$ cat src/rtl/vga_pkg.sv
// Shared 640x480@60 timing constants, RGB565 colours and pixel type for the
// VGA timing stage and the renderer.
package vga_pkg;

  typedef logic [15:0] pixel_t;

  localparam logic [9:0] VGA_H_SYNC  = 10'd96;
  localparam logic [9:0] VGA_H_BACK  = 10'd48;
  localparam logic [9:0] VGA_H_DISP  = 10'd640;
  localparam logic [9:0] VGA_H_FRONT = 10'd16;
  localparam logic [9:0] VGA_H_TOTAL = 10'd800;

  localparam logic [9:0] VGA_V_SYNC  = 10'd2;
  localparam logic [9:0] VGA_V_BACK  = 10'd33;
  localparam logic [9:0] VGA_V_DISP  = 10'd480;
  localparam logic [9:0] VGA_V_FRONT = 10'd10;
  localparam logic [9:0] VGA_V_TOTAL = 10'd525;

  localparam logic       VGA_SYNC_POL = 1'b0;

  localparam logic [9:0] BAR_WIDTH = 10'd80;

  localparam pixel_t WHITE   = 16'hFFFF;
  localparam pixel_t YELLOW  = 16'hFFE0;
  localparam pixel_t CYAN    = 16'h07FF;
  localparam pixel_t GREEN   = 16'h07E0;
  localparam pixel_t MAGENTA = 16'hF81F;
  localparam pixel_t RED     = 16'hF800;
  localparam pixel_t BLUE    = 16'h001F;
  localparam pixel_t BLACK   = 16'h0000;

endpackage

$ cat src/rtl/vga_color_bar.sv
// Active-column to colour lookup for the eight-bar test pattern
// (only instantiated when VGA_TEST_PATTERN_EN is defined).
module vga_color_bar
  import vga_pkg::*;
(
  input  logic [9:0] col,
  output pixel_t     rgb
);

  // Threshold chain instead of col/80 keeps this a plain comparator ladder.
  always_comb begin
    rgb = BLACK;
    if (col < BAR_WIDTH * 10'd1)      rgb = WHITE;
    else if (col < BAR_WIDTH * 10'd2) rgb = YELLOW;
    else if (col < BAR_WIDTH * 10'd3) rgb = CYAN;
    else if (col < BAR_WIDTH * 10'd4) rgb = GREEN;
    else if (col < BAR_WIDTH * 10'd5) rgb = MAGENTA;
    else if (col < BAR_WIDTH * 10'd6) rgb = RED;
    else if (col < BAR_WIDTH * 10'd7) rgb = BLUE;
    else                              rgb = BLACK;
  end

endmodule

$ cat src/rtl/vga_timing_gen.sv
// 640x480@60 raster timing: sync, active window, one-clock-early pixel requests
// and output gating. Optional colour-bar test pattern under VGA_TEST_PATTERN_EN.
module vga_timing_gen
  import vga_pkg::*;
#(
  parameter logic [9:0] H_SYNC   = VGA_H_SYNC,
  parameter logic [9:0] H_BACK   = VGA_H_BACK,
  parameter logic [9:0] H_DISP   = VGA_H_DISP,
  parameter logic [9:0] H_FRONT  = VGA_H_FRONT,
  parameter logic [9:0] H_TOTAL  = VGA_H_TOTAL,
  parameter logic [9:0] V_SYNC   = VGA_V_SYNC,
  parameter logic [9:0] V_BACK   = VGA_V_BACK,
  parameter logic [9:0] V_DISP   = VGA_V_DISP,
  parameter logic [9:0] V_FRONT  = VGA_V_FRONT,
  parameter logic [9:0] V_TOTAL  = VGA_V_TOTAL,
  parameter logic       SYNC_POL = VGA_SYNC_POL
) (
  input  logic       vga_clk,
  input  logic       sys_rst_n,
`ifdef VGA_TEST_PATTERN_EN
  input  logic       test_mode,
`endif
  input  pixel_t     pixel_data,
  output logic [9:0] pixel_xpos,
  output logic [9:0] pixel_ypos,
  output logic       data_req,
  output logic       vga_hs,
  output logic       vga_vs,
  output logic       vga_en,
  output pixel_t     vga_rgb,
  output logic       frame_start
);

  localparam logic [9:0] HA    = H_SYNC + H_BACK;
  localparam logic [9:0] VA    = V_SYNC + V_BACK;
  localparam logic [9:0] H_END = HA + H_DISP;
  localparam logic [9:0] V_END = VA + V_DISP;

  if (H_SYNC + H_BACK + H_DISP + H_FRONT != H_TOTAL) begin : g_bad_h_total
    $error("vga_timing_gen: horizontal segments do not sum to H_TOTAL");
  end
  if (V_SYNC + V_BACK + V_DISP + V_FRONT != V_TOTAL) begin : g_bad_v_total
    $error("vga_timing_gen: vertical segments do not sum to V_TOTAL");
  end

  logic [9:0] h_cnt;
  logic [9:0] v_cnt;
  logic       h_last;
  logic       v_last;
  logic       h_active;
  logic       h_req;
  logic       v_active;

  assign h_last = (h_cnt == H_TOTAL - 10'd1);
  assign v_last = (v_cnt == V_TOTAL - 10'd1);

  always_ff @(posedge vga_clk or negedge sys_rst_n) begin
    if (!sys_rst_n) begin
      h_cnt       <= '0;
      v_cnt       <= '0;
      frame_start <= 1'b0;
    end else begin
      h_cnt <= h_last ? '0 : h_cnt + 10'd1;
      if (h_last) begin
        v_cnt <= v_last ? '0 : v_cnt + 10'd1;
      end
      frame_start <= (h_cnt == '0) && (v_cnt == '0);
    end
  end

  assign vga_hs = (h_cnt < H_SYNC) ? SYNC_POL : ~SYNC_POL;
  assign vga_vs = (v_cnt < V_SYNC) ? SYNC_POL : ~SYNC_POL;

  assign h_active = (h_cnt >= HA) && (h_cnt < H_END);
  assign v_active = (v_cnt >= VA) && (v_cnt < V_END);
  // Requests lead the active window by one clock to cover the renderer's register.
  assign h_req    = (h_cnt >= HA - 10'd1) && (h_cnt < H_END - 10'd1);

  assign vga_en   = h_active && v_active;
  assign data_req = h_req && v_active;

  assign pixel_xpos = data_req ? (h_cnt - (HA - 10'd1)) : '0;
  assign pixel_ypos = data_req ? (v_cnt - VA) : '0;

`ifdef VGA_TEST_PATTERN_EN
  logic [9:0] active_col;
  pixel_t     bar_rgb;

  assign active_col = h_cnt - HA;

  vga_color_bar u_color_bar (
    .col (active_col),
    .rgb (bar_rgb)
  );
`endif

  always_comb begin
    vga_rgb = BLACK;
    if (vga_en) begin
`ifdef VGA_TEST_PATTERN_EN
      vga_rgb = test_mode ? bar_rgb : pixel_data;
`else
      vga_rgb = pixel_data;
`endif
    end
  end

endmodule
$ cat config.mk
export PLATFORM = sky130hd
export DESIGN_NAME = vga_timing_gen
export DESIGN_NICKNAME = d
export VERILOG_FILES = /design/src/rtl/vga_pkg.sv /design/src/rtl/vga_color_bar.sv /design/src/rtl/vga_timing_gen.sv
export SDC_FILE = /design/constraint.sdc
export NUM_CORES = 1
export LEC_CHECK = 0
export BUFFER_PORTS_ARGS = -buffer_cell sky130_fd_sc_hd__clkbuf_2
export CAP_MARGIN = 20
export CELL_PAD_IN_SITES_DETAIL_PLACEMENT = 0
export CELL_PAD_IN_SITES_GLOBAL_PLACEMENT = 1
export CORE_AREA = 3 3 70 72
export CTS_BUF_LIST = sky130_fd_sc_hd__clkbuf_16
export DETAILED_ROUTE_END_ITERATION = 12
export DIE_AREA = 0 0 73 75
export GPL_ROUTABILITY_DRIVEN = 0
export MAX_ROUTING_LAYER = met4
export PLACE_DENSITY_LB_ADDON = 0.1
export SLEW_MARGIN = 20
export SYNTH_ARGS = -nofsm -noshare
export SYNTH_HDL_FRONTEND = slang
export SYNTH_SLANG_ARGS = --single-unit
$ cat constraint.sdc
create_clock -name vga_clk -period 4.82 [get_ports vga_clk]
set_input_delay 0 -clock vga_clk [delete_from_list [all_inputs] [get_ports vga_clk]]
set_output_delay 0 -clock vga_clk [all_outputs]
set_load 0.005 [all_outputs]
==> flow_summary_export.csv <==
group,metric,value,unit
setup_path,regToRegStartpoint,"h_cnt[0]",
timing,finalCritPeriodShare,0.5949,
grt,grt_use_total,0.1561,
synthesis,yosysMostFrequentCell,"nor2_1",
synthesis,netlist_area,1685,um2
outcome,outcome,"finished clean",
routing,totalWireLength,4103,um
timing,min_period,2.868,ns
finish,fin_nets,273,
synthesis,synthTopCellsByArea,"dfrtp_1 31%, and2_1 6.3%, nor2_1 6.0%",
timing,rsz0062_at_grt,"no",
finish,fillers,435,
floorplan,die_w,73,um
timing,worst_pin_slew,0.8331,ns
placed_design,dp_hpwl,3052,um
clocking,cts_resized,0,
floorplan,io_pins,59,
timing,fin_worst_skew,0.005166,ns
synthesis,synth_top_area_share,0.3118,
run,cap_violations,0,
routing,drt-initial-drc-count,77,
clocking,clkSinkCount,21,
finish,fin_cells,302,
clocking,clockBufferDepth,2,
setup_path,cp-end-kind,"output pin",
synthesis,syn_nets,229,
clocking,cts_tree,"done",
timing,hold_ws,0.2560,ns
timing,slew_violations,0,
timing,clock.fmax,0.3487,GHz
finish,layout-drive-gt1-share,0.2760,
timing,setup_viol,0,
setup_path,cp_num_cells,6,
clocking,cts_max_level,1,
synthesis,async_flop_share,1.000,
setup_path,worstPathArrival,2.87,ns
synthesis,synth_cells,207,
synthesis,synthTopCellsByCount,"27 x nor2_1, 21 x dfrtp_1, 17 x and2_1",
synthesis,synth_ff_type,"dfrtp_1",
grt,grt_overflow,0,
setup_path,cp_max_fo,21,
routing,drt-pass1-iter-count,5,
finish,syn_to_final_growth,20.34,%
finish,final_cell_area,2028,um2
timing,relSlewSlack,0.4444,
setup_path,crit_path_cell_trace,"ha_1 > o41ai_2 > a21o_1 > a221o_1 > nor2_1 > clkbuf_2",
setup_path,critPathMaxStageDelay,0.72,ns
synthesis,synth_edf_count,0,
power,ir_drop,153.0,uV
timing,hold_viol_final,0,
synthesis,ys_ff_latch,21,
placed_design,post-place-cells,297,
routing,ant_nets,0,
setup_path,crit_type,"reg2out",
timing,fin_tns_setup,0,ns
setup_path,r2r_slack,2.86,ns
setup_path,path_buf_inv,1,
placed_design,post_dp_cell_area,1936,um2
clocking,clk_pin_slew_worst_paths,0.06,ns
placed_design,port_buffers,58,
power,power_density,182.8,nW/um2
grt,grt_antenna_before_repair,0,
floorplan,rows,24,
grt,first_global_vias,1341,
clocking,clock_latency,0.26,ns
worst_hold_path,hold_path.class,"in2async",
synthesis,yosysWarnings,0,
setup_path,ff2ff_path_depth,5,
synthesis,yosysUniqueCellTypes,44,
setup_path,critPathTopFamily,"compound AO/OA/AOI/OAI gates",
floorplan,die-height,75,um
setup_path,timing.rr.end,"v_cnt[4]",
finish,diodes,0,
floorplan,dieArea,5475,um2
clocking,clockRootBuffer,"clkbuf_16",
grt,grt_max_degree,22,
routing,num_vias,1549,
floorplan,start_util,0.3871,
setup_path,crit_slowest_cell,"a221o_1",
grt,grt_pass1_wl,6513,um
routing,drc,0,
synthesis,synth_area_per_cell,8.142,um2
synthesis,synth_seq_area_share,0.3118,
synthesis,synth_area_leader_cell,"dfrtp_1",
setup_path,start_kind,"register",
power,leakagePower,0.001018,uW
routing,wl_per_cell,13.59,um
clocking,cts-buffers-inserted,3,
routing,vias_per_cell,5.129,
floorplan,core,4354,um2
setup_path,required,4.82,ns
area by class of cell:
| type | instances | area, um2 | area share |
|---|---|---|---|
| clock buffer | 3 | 75.07 | 0.03701 |
| tap | 52 | 65.06 | 0.03208 |
| timing repair buffer | 59 | 300.3 | 0.1481 |
| multi-input combinational | 158 | 1025 | 0.5052 |
| sequential | 21 | 525.5 | 0.2591 |
| clock inverter | 1 | 7.507 | 0.003701 |
| inverter | 8 | 30.03 | 0.01481 |
power breakdown:
group,leakage [uW],switching [uW],internal (uW)
Sequential,0.000279,0,176
Combinational,0.000701,4.76,5.33
Clock,0.0000371,71.9,112
Total,0.00102,76.7,294
what timing repair did:
action | CTS | global route
endpoints found under the hold margin | 21 | 0
hold buffers | 1 | 0
buffers inserted | 0 | 0
worst max-delay path by stage:
stage	from	end	slack [ns]
3_3_place_gp	v_cnt[0]	pixel_ypos[9]	2.28
6_report	v_cnt[0]	pixel_ypos[2]	1.95
4_1_cts	v_cnt[0]	pixel_ypos[7]	1.91
5_1_grt	v_cnt[0]	pixel_xpos[8]	1.71
2_1_floorplan	v_cnt[1]	pixel_xpos[7]	2.94
3_5_place_dp	v_cnt[0]	pixel_ypos[7]	2.20
logic make-up after synthesis:
group	count (synthesis)	share of synthesized area
buffers and inverters	28	0.08018
adders and majority gates	4	0.02970
muxes	1	0.005939
xor gates and xnor gates	19	0.09874
and+or+nand+nor	103	0.3408
DFF	21	0.3118
AOI/OAI and AO/OA	31	0.1329
per-layer routing:
layer / vias to the layer above / global-route usage / share of wire
li1: 804 / - / -
met1: 695 / 0.2152 / 0.47
met2: 48 / 0.2373 / 0.46
met3: 2 / 0.03338 / 0.064
met4: 0 / 0.03074 / 0.0044
met5: - / - / 0
metrics by stage:
stage / setup WS [ns] / total power (uW) / utilization
3_5_place_dp: 2.198 / 189.5 / 0.4445
6_report: 1.952 / 370.7 / 0.4658
4_1_cts: 1.908 / 376.6 / 0.4658
2_1_floorplan: 2.943 / 179.7 / -
5_1_grt: 1.714 / 384.6 / 0.4658
3_3_place_gp: 2.279 / 189.5 / 0.4445
state kept, by name (all words and copies together) (netlist names):
name         flops
v_cnt           10
frame_start      1
h_cnt           10
cells in the final DEF (no fill, tap or decap), types with 7 or more instances in the layout:
master,count
nand4_1,7
dfrtp_1,21
o21ai_0,9
xnor2_1,11
a21oi_1,7
xor2_1,8
nand2_1,10
inv_1,8
nand3_1,15
clkbuf_2,58
and2_1,17
nor2_1,27
No activity file was read; power rests on OpenSTA's default activity.
